### config.mk
export PLATFORM = sky130hd
export DESIGN_NAME = hk_byte_egress
export DESIGN_NICKNAME = d
export VERILOG_FILES = /design/src/rtl/hk_byte_egress.sv
export SDC_FILE = /design/constraint.sdc
export NUM_CORES = 1
export LEC_CHECK = 0
export CORE_MARGIN = 3
export CORE_UTILIZATION = 51
export CTS_BUF_LIST = sky130_fd_sc_hd__clkbuf_8
export CTS_CLUSTER_SIZE = 28
export DETAILED_ROUTE_END_ITERATION = 6
export GPL_TIMING_DRIVEN = 1
export PLACE_DENSITY = 0.82
export SLEW_MARGIN = 20
export SYNTH_ARGS = -nofsm -noshare
export SYNTH_HDL_FRONTEND = slang
export SYNTH_SLANG_ARGS = --single-unit
### constraint.sdc
create_clock -name ClkEgress -period 2.7 [get_ports ClkEgress]
set_input_delay 0.405 -clock ClkEgress [delete_from_list [all_inputs] [get_ports ClkEgress]]
set_output_delay 0.405 -clock ClkEgress [all_outputs]
set_load 0.005 [all_outputs]
### src/rtl/hk_byte_egress.sv
// Housekeeper egress serializer: fetches register words and streams a framed
// response (cmd, len, data, ABCD trailer) byte-wise, LSB first. CRC trailer via HK_EGRESS_CRC_EN.
module hk_byte_egress #(
    parameter int LEN_W = 16
) (
    input  logic             ClkEgress,
    input  logic             ARstn,
    input  logic             RdReq,
    input  logic [23:0]      RdAddr,
    input  logic [LEN_W-1:0] RdLen,
    output logic             Busy,
    output logic             ErrOverlap,
    output logic             RegRdEn,
    output logic [23:0]      RegRdAddr,
    input  logic [31:0]      RegRdData,
    input  logic             RegRdValid,
    output logic [7:0]       TxData,
    output logic             TxValid,
    input  logic             TxRdyn
);

    typedef enum logic [2:0] {
        S_IDLE, S_HDR, S_LEN, S_RDREQ, S_RDWAIT, S_DATA, S_TRL
    } state_t;

    state_t           state, state_d;
    logic [31:0]      shreg, shreg_d;
    logic [1:0]       byte_cnt, cnt_d;
    logic [LEN_W-1:0] remain, remain_d;
    logic [23:0]      addr, addr_d;
    logic             err_q;
    logic             tx_fire;
    logic             word_done;
    logic             req_accept;
    logic [15:0]      trl_lo;
    logic [31:0]      trailer;

    assign tx_fire    = TxValid && !TxRdyn;
    assign word_done  = tx_fire && (byte_cnt == 2'd3);
    assign req_accept = (state == S_IDLE) && RdReq;

`ifdef HK_EGRESS_CRC_EN
    logic [15:0] crc, crc_upd;

    function automatic logic [15:0] crc16_byte(input logic [15:0] c, input logic [7:0] b);
        logic [15:0] r;
        r = c ^ {b, 8'h00};
        for (int i = 0; i < 8; i++)
            r = r[15] ? ((r << 1) ^ 16'h1021) : (r << 1);
        return r;
    endfunction

    assign crc_upd = crc16_byte(crc, shreg[7:0]);

    // Trailer bytes are excluded; the trailer carries the CRC itself.
    always_ff @(posedge ClkEgress or negedge ARstn) begin
        if (!ARstn)
            crc <= 16'h0000;
        else if (req_accept)
            crc <= 16'hFFFF;
        else if (tx_fire && state != S_TRL)
            crc <= crc_upd;
    end

    // Trailer is loaded on the last payload byte, so include that byte.
    assign trl_lo = crc_upd;
`else
    assign trl_lo = 16'h0000;
`endif

    assign trailer = {16'hABCD, trl_lo};

    always_comb begin
        state_d  = state;
        shreg_d  = shreg;
        cnt_d    = byte_cnt;
        remain_d = remain;
        addr_d   = addr;
        if (tx_fire) begin
            shreg_d = {8'h00, shreg[31:8]};
            cnt_d   = byte_cnt + 2'd1;
        end
        case (state)
            S_IDLE: begin
                if (RdReq) begin
                    state_d  = S_HDR;
                    shreg_d  = {RdAddr, 8'h82};
                    addr_d   = RdAddr;
                    remain_d = RdLen;
                    cnt_d    = 2'd0;
                end
            end
            S_HDR: begin
                if (word_done) begin
                    state_d = S_LEN;
                    shreg_d = 32'(remain);
                end
            end
            S_LEN: begin
                if (word_done) begin
                    if (remain != '0) begin
                        state_d = S_RDREQ;
                    end else begin
                        state_d = S_TRL;
                        shreg_d = trailer;
                    end
                end
            end
            S_RDREQ: state_d = S_RDWAIT;
            S_RDWAIT: begin
                if (RegRdValid) begin
                    state_d = S_DATA;
                    shreg_d = RegRdData;
                end
            end
            S_DATA: begin
                if (word_done) begin
                    remain_d = remain - LEN_W'(1);
                    addr_d   = addr + 24'd4;
                    if (remain != LEN_W'(1)) begin
                        state_d = S_RDREQ;
                    end else begin
                        state_d = S_TRL;
                        shreg_d = trailer;
                    end
                end
            end
            S_TRL: begin
                if (word_done)
                    state_d = S_IDLE;
            end
            default: state_d = S_IDLE;
        endcase
    end

    always_ff @(posedge ClkEgress or negedge ARstn) begin
        if (!ARstn) begin
            state    <= S_IDLE;
            shreg    <= 32'h0;
            byte_cnt <= 2'd0;
            remain   <= '0;
            addr     <= 24'h0;
            err_q    <= 1'b0;
        end else begin
            state    <= state_d;
            shreg    <= shreg_d;
            byte_cnt <= cnt_d;
            remain   <= remain_d;
            addr     <= addr_d;
            err_q    <= RdReq && (state != S_IDLE);
        end
    end

    assign Busy       = (state != S_IDLE);
    assign ErrOverlap = err_q;
    assign RegRdEn    = (state == S_RDREQ);
    assign RegRdAddr  = addr;
    assign TxData     = shreg[7:0];
    assign TxValid    = (state == S_HDR) || (state == S_LEN) ||
                        (state == S_DATA) || (state == S_TRL);

endmodule

==> metrics.txt, run 1 <==
outcome finished clean; maximum clock path buffer count 2; vias between 4,000 and 5,000; drt pass-1 iters 6; Core ar. 8423 µm²; FFs w/ async S/R, synth 100.0%; Max Cap Viol 0; Yosys cell types 56; slowest cell on the critical path clkdlybuf4s50_1; Max stage delay on crit path 0.52 ns; fin nets ~680; die height about 100 µm; worst-path fanout max 14; Initial Util 53.58%; CP Cell Sequence buf_4 -> nand2b_1 -> nor2_1 -> clkdlybuf4s50_1; Clk Latency, worst-skew pair 0.35 ns; Cells after Synth 492; FF-to-FF End shreg[16]; Setup-failing EPs final 0; peak supply drop approximately 0.5 mV; vias per cell 6.428; Crit path max-delay family buffers and inverters; Mapped Area approximately 4500 µm²; worst path arrival time just under 2 ns; WS Path Type flop to output port; most common flop cell mapped by yosys dfrtp_1; Final min period roughly 2.4 ns; CTS Sinks 78; Setup Fix Bufs, Post-CTS 0; final HPWL from detailed placement roughly 11,000 µm; TritonCTS clock tree built; hold crit path type input pin to async pin; # diodes 0; GP Congestion about 0.88; RSZ-0062 raised after global routing no; CP startpoint kind flop; Slew Limit Headroom between 30% and 40%; worst-margin pin slew between 1 and 1.5 ns; CTS H-tree lvls 3; Die X roughly 100 µm; 1st-iter DRT viols 419; antenna violations before repair 0; Worst setup EP type output port; sequential-to-total area share from yosys stat between 40% and 50%; final core occ 70.44%; Post-route DRC 0; length in cells of the worst reg-to-reg path 5; Leak between 2 and 2.5 nW; Root Buffer clkbuf_8; Yosys reg bits just under 80; Buf+Inv Stages, Crit Path 2; Worst Setup SP state[2]; PwrDens ~1000 nW/µm²; Mapped Nets 574; Routed Antenna Nets 0; Num CTS Buffers 9; Worst path depth 4; clock slew at reported path FFs 0.09 ns; period utilization between 80 and 90%; drt total wl 14,700 µm; WP data required 2.30 ns; cts repair resizes 0; Slew Limit Fails 0; number of port buffers 112; Critical Path End RegRdEn; Fin. Hold Viols 0; pin count of the biggest net entering global routing 79; Boundary Pins approximately 110; Die Area between 10,000 and 15,000 µm²; Reg-to-Reg Start remain[12]; skew final around 0.009 ns; Synth Area per Inst between 9 and 10 µm²; GR Util All Layers between 20 and 30%; max frequency 0.4250 GHz; reg-to-reg slack, setup ~0.4 ns; Post-synth EDFFs 0; # rows 33; setup tns final 0 ns; Routed wire per std cell between 20 and 25 µm; global-route wire length before repair 23,240 µm; Synth-to-Final Area Change 31.47%; Hold Buf Count CTS 0; gr ovfl total 0; vias in the first global route roughly 4,400; Yosys warnings 0; share of cells above drive strength 1 7.679%
==> where the power goes <==
group | internal (mW) | switching (mW) | total (mW)
registers | 1.69 | 0.586 | 2.28
clock network | 0.353 | 0.486 | 0.839
logic | 1.39 | 1.45 | 2.84
total | 3.43 | 2.52 | 5.95
==> cell usage in the layout, fill, tap and decap left out, drive strengths merged, types with 3 or more instances in the layout <==
master         count
nand3             11
xor2               6
a222oi            16
mux2i             29
and3               6
a21oi             27
buf               21
o211ai            12
nand4              8
nor4               7
dfrtp             78
o2bb2ai            3
clkbuf             9
o21ai             52
a211oi             4
nand2b             3
inv               13
nor2b              6
o22ai              3
a21boi             3
or4                3
a31oi              6
ha                 5
nor3              11
a22oi             20
and2               3
a32oi              4
nor2              33
nand2             53
clkdlybuf4s50    111
==> worst min path at each step <==
stage	startpoint	end	slack (ns)	depth (start not counted)
2_1_floorplan	ARstn	ErrOverlap	0.11	0
3_3_place_gp	RegRdAddr[0]	RegRdAddr[0]	0.46	2
3_5_place_dp	RegRdAddr[0]	RegRdAddr[0]	0.49	2
4_1_cts	ARstn	remain[2]	0.25	1
5_1_grt	ARstn	remain[0]	0.28	1
6_report	ARstn	remain[0]	0.20	1
==> flip-flops by register name, indices dropped and copies added, names as in the netlist <==
signal and flops:
shreg 32, byte_cnt 2, remain 16, ErrOverlap 1, state 3, RegRdAddr 24
==> layer usage <==
metal  share of wire (%)  GRT usage (%)  wire length, µm  up-vias
met4                 1.9          9.119              286        0
met2                  47          45.77             6881      246
met3                 9.1          6.254             1337       27
li1                    -              -                -     2063
met5                   0              0                0        -
met1                  42          42.11             6193     2189
==> synthesized netlist by cell type (11+ instances only) <==
| cell | instances | area [µm²] |
|---|---|---|
| nand2_1 | 53 | 198.9 |
| o211ai_1 | 12 | 90.09 |
| dfrtp_1 | 78 | 1952 |
| a22oi_1 | 20 | 150.1 |
| nand3_1 | 11 | 55.05 |
| o21ai_0 | 52 | 260.3 |
| nor3_1 | 11 | 55.05 |
| clkbuf_1 | 23 | 86.33 |
| a222oi_1 | 16 | 160.2 |
| nor2_1 | 33 | 123.9 |
| a21oi_1 | 26 | 130.1 |
| mux2i_1 | 29 | 290.3 |
==> kinds of logic after synthesis <==
group	share of synthesized area (%)
compound gates	24.45
xor+xnor	1.553
flops	43.25
mux	6.681
simple gates	17.44
fa+ha+maj	1.386
buf+inv	5.240
==> per-stage QoR <==
stage	area [µm²]	std cells	power (mW)	setup WS (ns)	hold slack (ns)
3_5_place_dp	5747	688	5.096	0.3254	0.4871
4_1_cts	5933	704	5.939	0.3417	0.2535
6_report	5933	704	5.954	0.3471	0.2041
2_1_floorplan	4513	492	3.832	0.5969	0.1094
3_3_place_gp	5747	688	5.005	0.3539	0.4595
5_1_grt	5933	704	6.373	0.2550	0.2784
==> cell type report <==
cell class / count / area [µm²]
Clock buffer: 9 / 123.9
Tap cell: 105 / 131.4
Multi-Input combinational cell: 364 / 2336
Fill cell: 668 / 2490
Sequential cell: 78 / 1952
Clock inverter: 7 / 62.56
Timing Repair Buffer: 132 / 1294
Inverter: 9 / 33.78
No activity file was read; power rests on OpenSTA's default activity.
==> run 2, diff against run 1 <==
--- a/config.mk
+++ b/config.mk
@@ -6,12 +6,11 @@
 export NUM_CORES = 1
 export LEC_CHECK = 0
 export CORE_MARGIN = 3
-export CORE_UTILIZATION = 51
+export CORE_UTILIZATION = 30
 export CTS_BUF_LIST = sky130_fd_sc_hd__clkbuf_8
 export CTS_CLUSTER_SIZE = 28
 export DETAILED_ROUTE_END_ITERATION = 6
 export GPL_TIMING_DRIVEN = 1
-export PLACE_DENSITY = 0.82
 export SLEW_MARGIN = 20
 export SYNTH_ARGS = -nofsm -noshare
 export SYNTH_HDL_FRONTEND = slang
==> metrics.txt, run 2 (same netlist as run 1, synthesis figures left out) <==
outcome finished with violations; failing checks DRC; period utilization 88.41% (+1.3 points); Clk Latency, worst-skew pair 0.38 ns (+0.03 ns); Fin. Hold Viols 0 (unchanged); die height 128.7 µm (+29%); # diodes 0 (unchanged); Max Cap Viol 0 (unchanged); Slew Limit Fails 0 (unchanged); maximum clock path buffer count 2 (unchanged); met2 Track Usage GR 29.91% (-16 points); Routed wire per std cell 20.49 µm (-1.9%); Hold Buf Count CTS 0 (unchanged); skew final 0.01456 ns (+0.005577 ns); Num CTS Buffers 9 (unchanged); fin nets 677 (+0.15%); pin count of the biggest net entering global routing 79 (unchanged); PwrDens 985.1 nW/µm² (-1.8%); vias 4,430 (-2.1%); number of port buffers 112 (unchanged); # rows 44 (+33%); Synth-to-Final Area Change 34.29%; worst-path fanout max 10 (-4); 1st-iter DRT viols 569 (+36%); Register Area 1952 µm² (unchanged); met3 Track Usage GR 3.362% (-2.9 points); CP startpoint kind flop; WP data required 3.00 ns (+0.70 ns); global-route wire length before repair 24,700 µm (+6.3%); Die X 128.7 µm (+29%); Slew Limit Headroom 49.29% (+17 points); clock slew at reported path FFs 0.09 ns (about the same); CTS H-tree lvls 3 (unchanged); Die Area 16,550 µm² (+65%); number of flip-flops under the largest register name 32 (unchanged); power after layout 5.971 mW (+0.27%); Setup-failing EPs final 0 (unchanged); TritonCTS clock tree built; cts repair resizes 0 (unchanged); most frequent cells in the layout 111 x clkdlybuf4s50_1, 78 x dfrtp_1, 53 x nand2_1; setup tns final 0 ns (unchanged); Routed Antenna Nets 0 (unchanged); area occupied by multi-input gates 2336 µm² (unchanged); share of cells above drive strength 1 7.667% (-0.013 points); Power Internal 3.459 mW (+0.80%); Final min period 2.387 ns (+0.03408 ns); sequential power share 38.7% (+0.5 points); antenna violations before repair 0 (unchanged); clock share of power 14.1% (about the same); CTS Sinks 78 (unchanged); drt total wl 16,070 µm (+9.3%); Boundary Pins 113 (unchanged); FF-to-FF End shreg[18]; length in cells of the worst reg-to-reg path 5 (unchanged); Root Buffer clkbuf_8; WS Path Type flop to flop; RSZ-0062 raised after global routing no; final HPWL from detailed placement 11,900 µm (+10%); GP Congestion 0.8805 (+0.10%); vias in the first global route 4,330 (-1.9%); Worst setup EP type flop; Leak 2.432 nW (+0.53%); GR peak layer met2; max frequency 0.4189 GHz (-1.4%); peak supply drop 0.3106 mV (-36%); switching share of total power 42.08% (-0.30 points); reg-to-reg slack, setup 0.31 ns (-0.08 ns); Reg-to-Reg Start remain[12]; vias per cell 5.651 (-12%); commonest non-fill, non-tap cell in the layout clkdlybuf4s50_1; drt pass-1 iters 7 (+1); fillers 1,471 (+120%); worst-margin pin slew 0.7607 ns (-0.2553 ns); WHS 0.4605 ns (+0.2564 ns); Gate power share 47.2% (-0.5 points); met1 Use GR 27.41% (-15 points); Top reg by flops shreg; Core ar. 14,640 µm² (+74%); GR Util All Layers 19.44% (-10 points); worst path arrival time 2.69 ns (+0.74 ns); hold crit path type input pin to async pin; gr ovfl total 0 (unchanged); Setup Fix Bufs, Post-CTS 0 (unchanged); net switching power 2.512 mW (-0.44%); Initial Util 30.82% (-23 points); Post-route DRC 8 (+8)
[run 2: metrics by stage]
step | cells | util (%) | setup slack [ns] | area, µm²
floorplan | 492 | - | 0.5969 | 4513
global placement | 766 | 39.87 | 0.2357 | 5838
detailed placement | 766 | 39.87 | 0.1884 | 5838
CTS | 782 | 41.13 | 0.3330 | 6023
global route | 784 | 41.39 | 0.2476 | 6061
finish | 784 | 41.39 | 0.3130 | 6061
[run 2: area by class of cell]
class | count | area share (%)
clock buffer | 11 | 2.498
clock inverter | 5 | 0.5574
inverter | 9 | 0.5574
multi-input combinational | 364 | 38.54
sequential | 78 | 32.20
tap | 184 | 3.799
timing repair buffer | 133 | 21.84
[run 2: worst max-delay path, stage by stage, from the launching register on]
cell	delay, ns
dfrtp_1	0.45
or4_4	0.58
and4b_2	0.35
nor2b_1	0.29
nand3_1	0.41
o211ai_1	0.22
[run 2: how the worst max path moves through the flow]
stage	from	endpoint	slack, ns	depth (start not counted)
2_1_floorplan	byte_cnt[0]	RegRdAddr[14]	0.60	7
3_3_place_gp	RdReq	RegRdAddr[2]	0.24	5
3_5_place_dp	RdReq	RegRdAddr[21]	0.19	5
4_1_cts	state[2]	RegRdEn	0.33	4
5_1_grt	remain[12]	shreg[23]	0.25	5
6_report	remain[12]	shreg[18]	0.31	5
[run 2: power groups by stage]
| stage | logic [mW] | registers (mW) | clock network (mW) |
|---|---|---|---|
| floorplan | 1.73 | 2.10 | 0 |
| global placement | 2.74 | 2.30 | 0 |
| detailed placement | 2.80 | 2.32 | 0 |
| CTS | 2.81 | 2.30 | 0.872 |
| global route | 3.11 | 2.39 | 0.913 |
| finish | 2.82 | 2.31 | 0.845 |
[run 2: routing by layer]
layer	vias to the layer above	part of all wire, %
met1	2147	43
met4	0	1.8
met2	200	47
li1	2062	-
met5	-	0
met3	21	8.3
==> run 3, diff against run 2 <==
--- a/config.mk
+++ b/config.mk
@@ -5,7 +5,6 @@
 export SDC_FILE = /design/constraint.sdc
 export NUM_CORES = 1
 export LEC_CHECK = 0
-export CORE_MARGIN = 3
 export CORE_UTILIZATION = 30
 export CTS_BUF_LIST = sky130_fd_sc_hd__clkbuf_8
 export CTS_CLUSTER_SIZE = 28
==> metrics.txt, run 3 (same netlist as run 1, synthesis figures left out) <==
slowest cell on the critical path or4_4; pin count of the biggest net entering global routing 79 (unchanged); die height 124.7 µm (-3.1%); CTS H-tree lvls 3 (unchanged); maximum clock path buffer count 2 (unchanged); hold crit path type input pin to async pin; Clk Latency, worst-skew pair 0.36 ns (-0.02 ns); Slew Limit Headroom 49.36% (+0.070 points); drt pass-1 iters 7 (unchanged); fin area 6066 µm² (about the same); fin nets 677 (unchanged); Buf+Inv Stages, Crit Path 0 (unchanged); GR peak layer met2; Worst Setup SP remain[12]; Hold Buf Count CTS 0 (unchanged); TritonCTS clock tree built; final HPWL from detailed placement 11,420 µm (-4.0%); gr ovfl total 0 (unchanged); Leak 2.438 nW (+0.26%); Worst setup EP type flop; WS Path Type flop to flop; met1 Use GR 28.18% (+0.77 points); CP Cell Sequence or4_4 -> and4b_2 -> nor2b_1 -> nand3_1 -> o211ai_1; outcome finished clean; Boundary Pins 113 (unchanged); Setup Fix Bufs, Post-CTS 0 (unchanged); number of port buffers 112 (unchanged); max frequency 0.4181 GHz (-0.19%); vias 4,474 (+0.99%); Final min period 2.392 ns (+0.004586 ns); most frequent cells in the layout 111 x clkdlybuf4s50_1, 78 x dfrtp_1, 53 x nand2_1; Crit path max-delay family simple AND/OR/NAND/NOR gates; peak supply drop 0.3347 mV (+7.8%); Core ar. 14,590 µm² (-0.38%); clock slew at reported path FFs 0.09 ns (about the same); vias in the first global route 4,371 (+0.95%); reg-to-reg slack, setup 0.31 ns (about the same); worst-margin pin slew 0.7596 ns (-0.001044 ns); Placed Cells 768 (+0.26%); met3 Track Usage GR 3.093% (-0.27 points); met2 Track Usage GR 31.78% (+1.9 points); Slew Limit Fails 0 (unchanged); # diodes 0 (unchanged); power after layout 6.030 mW (+0.99%); non-filler instance count after layout 784 (unchanged); Initial Util 30.93% (+0.12 points); drt total wl 15,680 µm (-2.4%); Max Cap Viol 0 (unchanged); Top reg by flops shreg; Worst path depth 5 (unchanged); 1st-iter DRT viols 498 (-12%); skew final 0.01284 ns (-0.001723 ns); Post-route DRC 0 (-8); Routed wire per std cell 20.00 µm (-2.4%); # rows 44 (unchanged); Max stage delay on crit path 0.57 ns (about the same); GP Congestion 0.9039 (+2.7%); Setup-failing EPs final 0 (unchanged); global-route wire length before repair 24,470 µm (-0.95%); length in cells of the worst reg-to-reg path 5 (unchanged); cts repair resizes 0 (unchanged); antenna violations before repair 0 (unchanged); setup tns final 0 ns (unchanged); vias per cell 5.707 (+0.99%); Critical Path End shreg[16]; Fin. Hold Viols 0 (unchanged); Num CTS Buffers 9 (unchanged); PwrDens 994.1 nW/µm² (+0.91%); commonest non-fill, non-tap cell in the layout clkdlybuf4s50_1; CTS Sinks 78 (unchanged); worst path arrival time 2.66 ns (-0.03 ns); FF-to-FF End shreg[16]; Reg-to-Reg Start remain[12]; Die X 124.7 µm (-3.1%); Post-DP Area 5866 µm² (+0.47%); Routed Antenna Nets 0 (unchanged); WP data required 2.97 ns (-0.03 ns); number of flip-flops under the largest register name 32 (unchanged); Synth-to-Final Area Change 34.41% (about the same); Die Area 15,540 µm² (-6.1%); RSZ-0062 raised after global routing no; GR Util All Layers 20.33% (+0.89 points); CP startpoint kind flop; period utilization 88.58% (+0.17 points); worst-path fanout max 10 (unchanged); Root Buffer clkbuf_8; share of cells above drive strength 1 7.667% (unchanged)
-- run 3: changes by cell type in the layout (fill, tap and decap cells not counted), sizes merged --
cell and delta:
inv +1, bufinv +1, dlygate4sd3 -1, buf +1, clkbuf -1, clkinv -1
-- run 3: cell type report --
class | count | area, µm²
fillers | 1442 | 8523
multi-input cells | 364 | 2336
flip-flops and latches | 78 | 1952
repair buffers | 133 | 1314
well taps | 184 | 230.2
clock buffers | 10 | 137.6
clock inverters | 6 | 62.56
inverters | 9 | 33.78
-- run 3: per-layer routing --
metal  up-vias  routed length [µm]
met5         -                   0
met4         0                 298
met3        26                1064
met2       221                7362
met1      2167                6955
li1       2060                   -
-- run 3: worst min path at each step --
stage,start,end,slack [ns]
detailed placement,ARstn,remain[7],0.47
finish,ARstn,remain[4],0.04
global route,ARstn,remain[5],0.1
CTS,ARstn,remain[7],0.09
floorplan,ARstn,ErrOverlap,0.11
global placement,ARstn,remain[4],0.47
-- run 3: through the flow --
step,setup WS (ns),utilization (%),hold WS (ns)
final,0.3084,41.58,0.03763
after detailed placement,0.2678,40.21,0.4668
after global placement,0.2986,40.21,0.4693
after global routing,0.2567,41.58,0.09517
after floorplan,0.5969,-,0.1094
after CTS,0.3267,41.58,0.08647
-- run 3: report_power, final --
group / internal, mW / switching (mW) / leakage (nW)
Clock: 0.449 / 0.455 / 0.0997
Combinational: 1.39 / 1.44 / 1.36
Sequential: 1.69 / 0.604 / 0.974
-- run 3: worst register-to-register path, delay by kind of cell, from the launching register on --
family	cells	cell delay, ns
AND/OR/NAND/NOR	4	1.62
AO/OA/AOI/OAI	1	0.25
flip-flops	1	0.44
==> RTL edit 1: new RTL, flow settings as in run 3 <==
Change the parameter `LEN_W` from 16 to 8.
--- a/src/rtl/hk_byte_egress.sv
+++ b/src/rtl/hk_byte_egress.sv
@@ -3,3 +3,3 @@
 module hk_byte_egress #(
-    parameter int LEN_W = 16
+    parameter int LEN_W = 8
 ) (
Ports: changed (resized RdLen); port bits go from 113 to 105. The function was not compared with the original's and may differ.
==> RTL edit 1 against run 3 <==
- largest power group unchanged
- clock skew is 0.0020 ns lower
- core utilization is 0.25 points higher
- power is 12% lower
- routed wire length is 12% lower
- worst setup slack worse by 0.13 ns
- synthesized area is 11% lower
- combinational power is 15% lower
- design area is 9.0% lower
- sequential cell count is 8 lower
- via count is 10% lower
- critical path type is now flop to primary output
==> RTL edit 1: results (changes against run 3) <==
outcome finished, final reports clean (unchanged); final wirelength 13900 µm (was 15700 µm); Inst Count DP 711 (was 768); RePlAce Congestion 0.849 (was 0.904); vias in the first global route 3829 (was 4371); met3 routed wirelength 959 µm (was 1060 µm); Max IR drop VDD 0.000317 V (was 0.000335 V); top cells by instance count after synthesis 70 x dfrtp_1, 63 x nand2_1, 30 x o21ai_0 (was 78 x dfrtp_1, 53 x nand2_1, 52 x o21ai_0); fraction of the yosys area taken by sequential cells 43.4% (was 43.2%); first-pass iteration count of the detailed router 5 (was 7); total of buffers placed on input and output ports 104 (was 112); routing usage on met3 3.73% (was 3.09%); Cell Area, Placed 5310 µm² (was 5870 µm²); Critical Path AT 2.11 ns (was 2.66 ns); first element of the critical path state[2]$_DFFE_PN0P_ (was remain[12]$_DFFE_PN0P_); Reg2Reg Launch Point remain[2]$_DFFE_PN0P_ (was remain[12]$_DFFE_PN0P_); maximum number of pins on one net before global-route repair 43 (was 79); number of unique standard cell types used by synthesis 55 (was 56); share of the synthesized area in compound gates (AO/OA/AOI/OAI) 23.1% (was 24.5%); Hold Worst Slack 0.102 ns (was 0.0376 ns); met2 track utilization from global routing 31.0% (was 31.8%); layout net count 620 (was 677); xor-xnor portion of the synthesized cell area 0.651% (was 1.55%); met2 wire length 6370 µm (was 7360 µm); Reg2Reg Setup Slack 0.39 ns (was 0.31 ns); final-layout fill cell count 1290 (was 1442); slowest cell on the critical path dfrtp_1 (was or4_4); global-route wire length before repair 21700 µm (was 24500 µm); detailed-placement wirelength estimate 10200 µm (was 11400 µm); stage delay of the slowest cell on the critical path 0.72 ns (was 0.57 ns); met1 Use GR 28.6% (was 28.2%); mux cell area share after synthesis 6.45% (was 6.68%); global routing usage summed across all routing layers 20.2% (was 20.3%); worst-case setup slack after placement 0.0992 ns (was 0.268 ns); number of standard cells in the layout, taps in and fillers out 727 (was 784)
## RTL edit 1: cell count changes after synthesis, moves of 9 or more
cell / change
a222oi_1: -13
nand2_1: +10
o21ai_0: -22
o211ai_1: +13
nor2_1: -9
nand3_1: +11
## RTL edit 1: layout make-up
cell class                 instances  area share [%]
multi-input combinational        330            37.7
sequential                        70            31.7
timing repair buffer             126            22.2
tap                              176            3.99
clock buffer                       9            2.24
clock inverter                     7            1.52
inverter                           9           0.612
## RTL edit 1: critical path: cells and delay by family, from the launching register on
family,cells,cell delay [ns]
buf+inv,2,0.84
simple gates,1,0.20
flops,1,0.72
## RTL edit 1: report_power, final
group          switching, W  internal [W]  total, W
clock network      0.000416      0.000509  0.000926
logic               0.00122       0.00119   0.00240
registers          0.000499       0.00147   0.00197
==> RTL edit 2: new RTL, flow settings as in run 3 <==
Without the edit above. Encoding of `state_t`: now Gray code (3 bits for 7 states).
--- a/src/rtl/hk_byte_egress.sv
+++ b/src/rtl/hk_byte_egress.sv
@@ -22,3 +22,3 @@
     typedef enum logic [2:0] {
-        S_IDLE, S_HDR, S_LEN, S_RDREQ, S_RDWAIT, S_DATA, S_TRL
+        S_IDLE = 3'b000, S_HDR = 3'b001, S_LEN = 3'b011, S_RDREQ = 3'b010, S_RDWAIT = 3'b110, S_DATA = 3'b111, S_TRL = 3'b101
     } state_t;
Formal check against the unedited RTL: no difference found for any inputs over 4 cycles, from zero or initial values and one cycle with ARstn low; so few cycles prove little.
==> RTL edit 2 against run 3 <==
- sequential power down 4%
- routed wire length rose by 4.3%
- sequential cell count unchanged
- global-route usage down 0.11 points
- worst setup slack worse by 0.12 ns
- design area is 4.8% higher
- maximum frequency fell by 4.7%
- power shrank 9.2%
- synthesized area up 5.3%
- critical path type unchanged
- critical endpoint is now shreg[19]$_DFF_PN0_
- highest routed layer unchanged
==> RTL edit 2: results (changes against run 3) <==
Reg2Reg Setup Slack 0.19 ns (was 0.31 ns); H-Tree Level Count 3 (unchanged); global-route wire length before repair 25400 µm (was 24500 µm); RePlAce Congestion 0.825 (was 0.904); biggest fanout along the worst timing path 7 (was 10); most used flip-flop cell after synthesis dfrtp_1 (unchanged); antenna cell count 0 (unchanged); Leak 2.63 nW (was 2.44 nW); first-pass iteration count of the detailed router 6 (was 7); maximum number of pins on one net before global-route repair 51 (was 79); Worst Setup EP shreg[19]$_DFF_PN0_ (was shreg[16]$_DFF_PN0_); Via density 5.52 (was 5.71); final wirelength 16400 µm (was 15700 µm); outcome finished, final reports clean (unchanged); Critical Path AT 2.81 ns (was 2.66 ns); CP endpoint kind flop (unchanged); sum of overflow across all layers after global routing 0 (unchanged); xor-xnor portion of the synthesized cell area 0.553% (was 1.55%); worst clock skew 0.0125 ns (was 0.0128 ns); Max-Slew Margin vs Limit 48.3% (was 49.4%); cell types with the largest area share after synthesis dfrtp_1 41%, nand2_1 6.2%, a21oi_1 5.6% (was dfrtp_1 43%, mux2i_1 6.4%, o21ai_0 5.8%); clock slew at the register clock pins of the worst setup and hold paths 0.09 ns (about the same); share of the synthesized area in compound gates (AO/OA/AOI/OAI) 26.4% (was 24.5%); layout net count 750 (was 677); worst hold path type input pin to asynchronous set/reset pin (unchanged); initial antenna violation count 0 (unchanged); initial detailed-routing violation count 442 (was 498); Max IR drop VDD 0.000285 V (was 0.000335 V); Cell Area, Placed 6160 µm² (was 5870 µm²); post-detailed-route count of antenna-violating nets 0 (unchanged); Largest register FFs 32 (unchanged); vias in the first global route 4744 (was 4371); async set-or-reset flop fraction in the synthesized netlist 100% (unchanged); share of post-route cells with drive strength above 1 8.62% (was 7.67%); share of synthesized cell area in full adder, half adder and majority cells 1.32% (was 1.39%); Internal 0.00325 W (was 0.00353 W); clock root buffer master clkbuf_8 (unchanged); YS warnings 0 (unchanged); Worst-Skew Late Latency 0.36 ns (about the same); first element of the critical path remain[4]$_DFFE_PN0P_ (was remain[12]$_DFFE_PN0P_); fraction of the yosys area taken by sequential cells 41.1% (was 43.2%); global routing usage summed across all routing layers 20.2% (was 20.3%); total of buffers placed on input and output ports 112 (unchanged); Longest Clk Path Bufs 2 (unchanged); number of unique standard cell types used by synthesis 57 (was 56); largest register by flop count shreg (unchanged); top cells by instance count after synthesis 78 x dfrtp_1, 78 x nand2_1, 53 x a21oi_1 (was 78 x dfrtp_1, 53 x nand2_1, 52 x o21ai_0); number of standard cells after synthesis 568 (was 492); detailed-placement wirelength estimate 12300 µm (was 11400 µm); post-synthesis net count 650 (was 574); final-layout fill cell count 1536 (was 1442); count of cells along the worst register-to-register path 5 (unchanged); post-CTS repair timing setup buffer count 0 (unchanged); TritonCTS buffer count 9 (unchanged); mux cell area share after synthesis 4.84% (was 6.68%)
RTL edit 2: power by group through the flow:
| stage | Combinational [W] | Sequential [W] | Clock (W) |
|---|---|---|---|
| floorplan | 0.00143 | 0.00203 | 0 |
| global placement | 0.00232 | 0.00218 | 0 |
| detailed placement | 0.00238 | 0.00220 | 0 |
| CTS | 0.00239 | 0.00219 | 0.000898 |
| global route | 0.00264 | 0.00227 | 0.000944 |
| finish | 0.00240 | 0.00220 | 0.000878 |
RTL edit 2: timing repair:
action / 4_1_cts / 5_1_grt
endpoints found under the hold margin: 0 / 0
gates resized for setup: 0 / 1
endpoints found under the setup margin: 0 / 2
RTL edit 2: area by class of cell:
class	instances	area, µm²	area share [%]
Tap cell	211	264	4.15
Inverter	12	45.0	0.709
Clock inverter	4	28.8	0.453
Timing Repair Buffer	138	1360	21.5
Multi-Input combinational cell	429	2540	39.9
Clock buffer	12	165	2.60
Sequential cell	78	1950	30.7
RTL edit 2: cell families (layout without fill, tap and decap cells):
family / count (synthesis) / in the layout
simple gates: 202 / 202
fa+ha+maj: 5 / 5
buf+inv: 61 / 166
flops: 78 / 78
compound gates: 196 / 196
xor+xnor: 3 / 3
mux: 23 / 23
RTL edit 2: worst min path at each step:
stage | slack, ns | depth (start not counted) | from | to
6_report | 0.06 | 1 | ARstn | ErrOverlap$_DFF_PN0_
5_1_grt | 0.1 | 1 | ARstn | ErrOverlap$_DFF_PN0_
4_1_cts | 0.09 | 1 | ARstn | ErrOverlap$_DFF_PN0_
3_5_place_dp | 0.49 | 1 | ARstn | ErrOverlap$_DFF_PN0_
3_3_place_gp | 0.48 | 1 | ARstn | ErrOverlap$_DFF_PN0_
2_1_floorplan | 0.11 | 0 | ARstn | ErrOverlap$_DFF_PN0_
RTL edit 2: per-layer routing:
layer	track usage, %	routed length (µm)	up-vias
met2	32.4	7690	196
li1	-	-	2282
met1	27.6	7420	2387
met3	4.30	1020	18
met4	5.26	227	0
met5	0	0	-
RTL edit 2: worst max-delay path: stages (launching register included):
cell	delay, ns
dfrtp_1	0.45
or4_4	0.52
or4_1	0.69
or4_4	0.59
o21ai_2	0.08
a221o_1	0.12
RTL edit 2: stage by stage:
stage	instances	hold slack [ns]	power [W]	worst slack, ns
global placement	868	0.476	0.00450	0.215
CTS	884	0.0904	0.00547	0.0854
detailed placement	868	0.487	0.00458	0.135
global route	884	0.0964	0.00585	0.111
finish	884	0.0635	0.00548	0.190
floorplan	568	0.109	0.00345	0.240
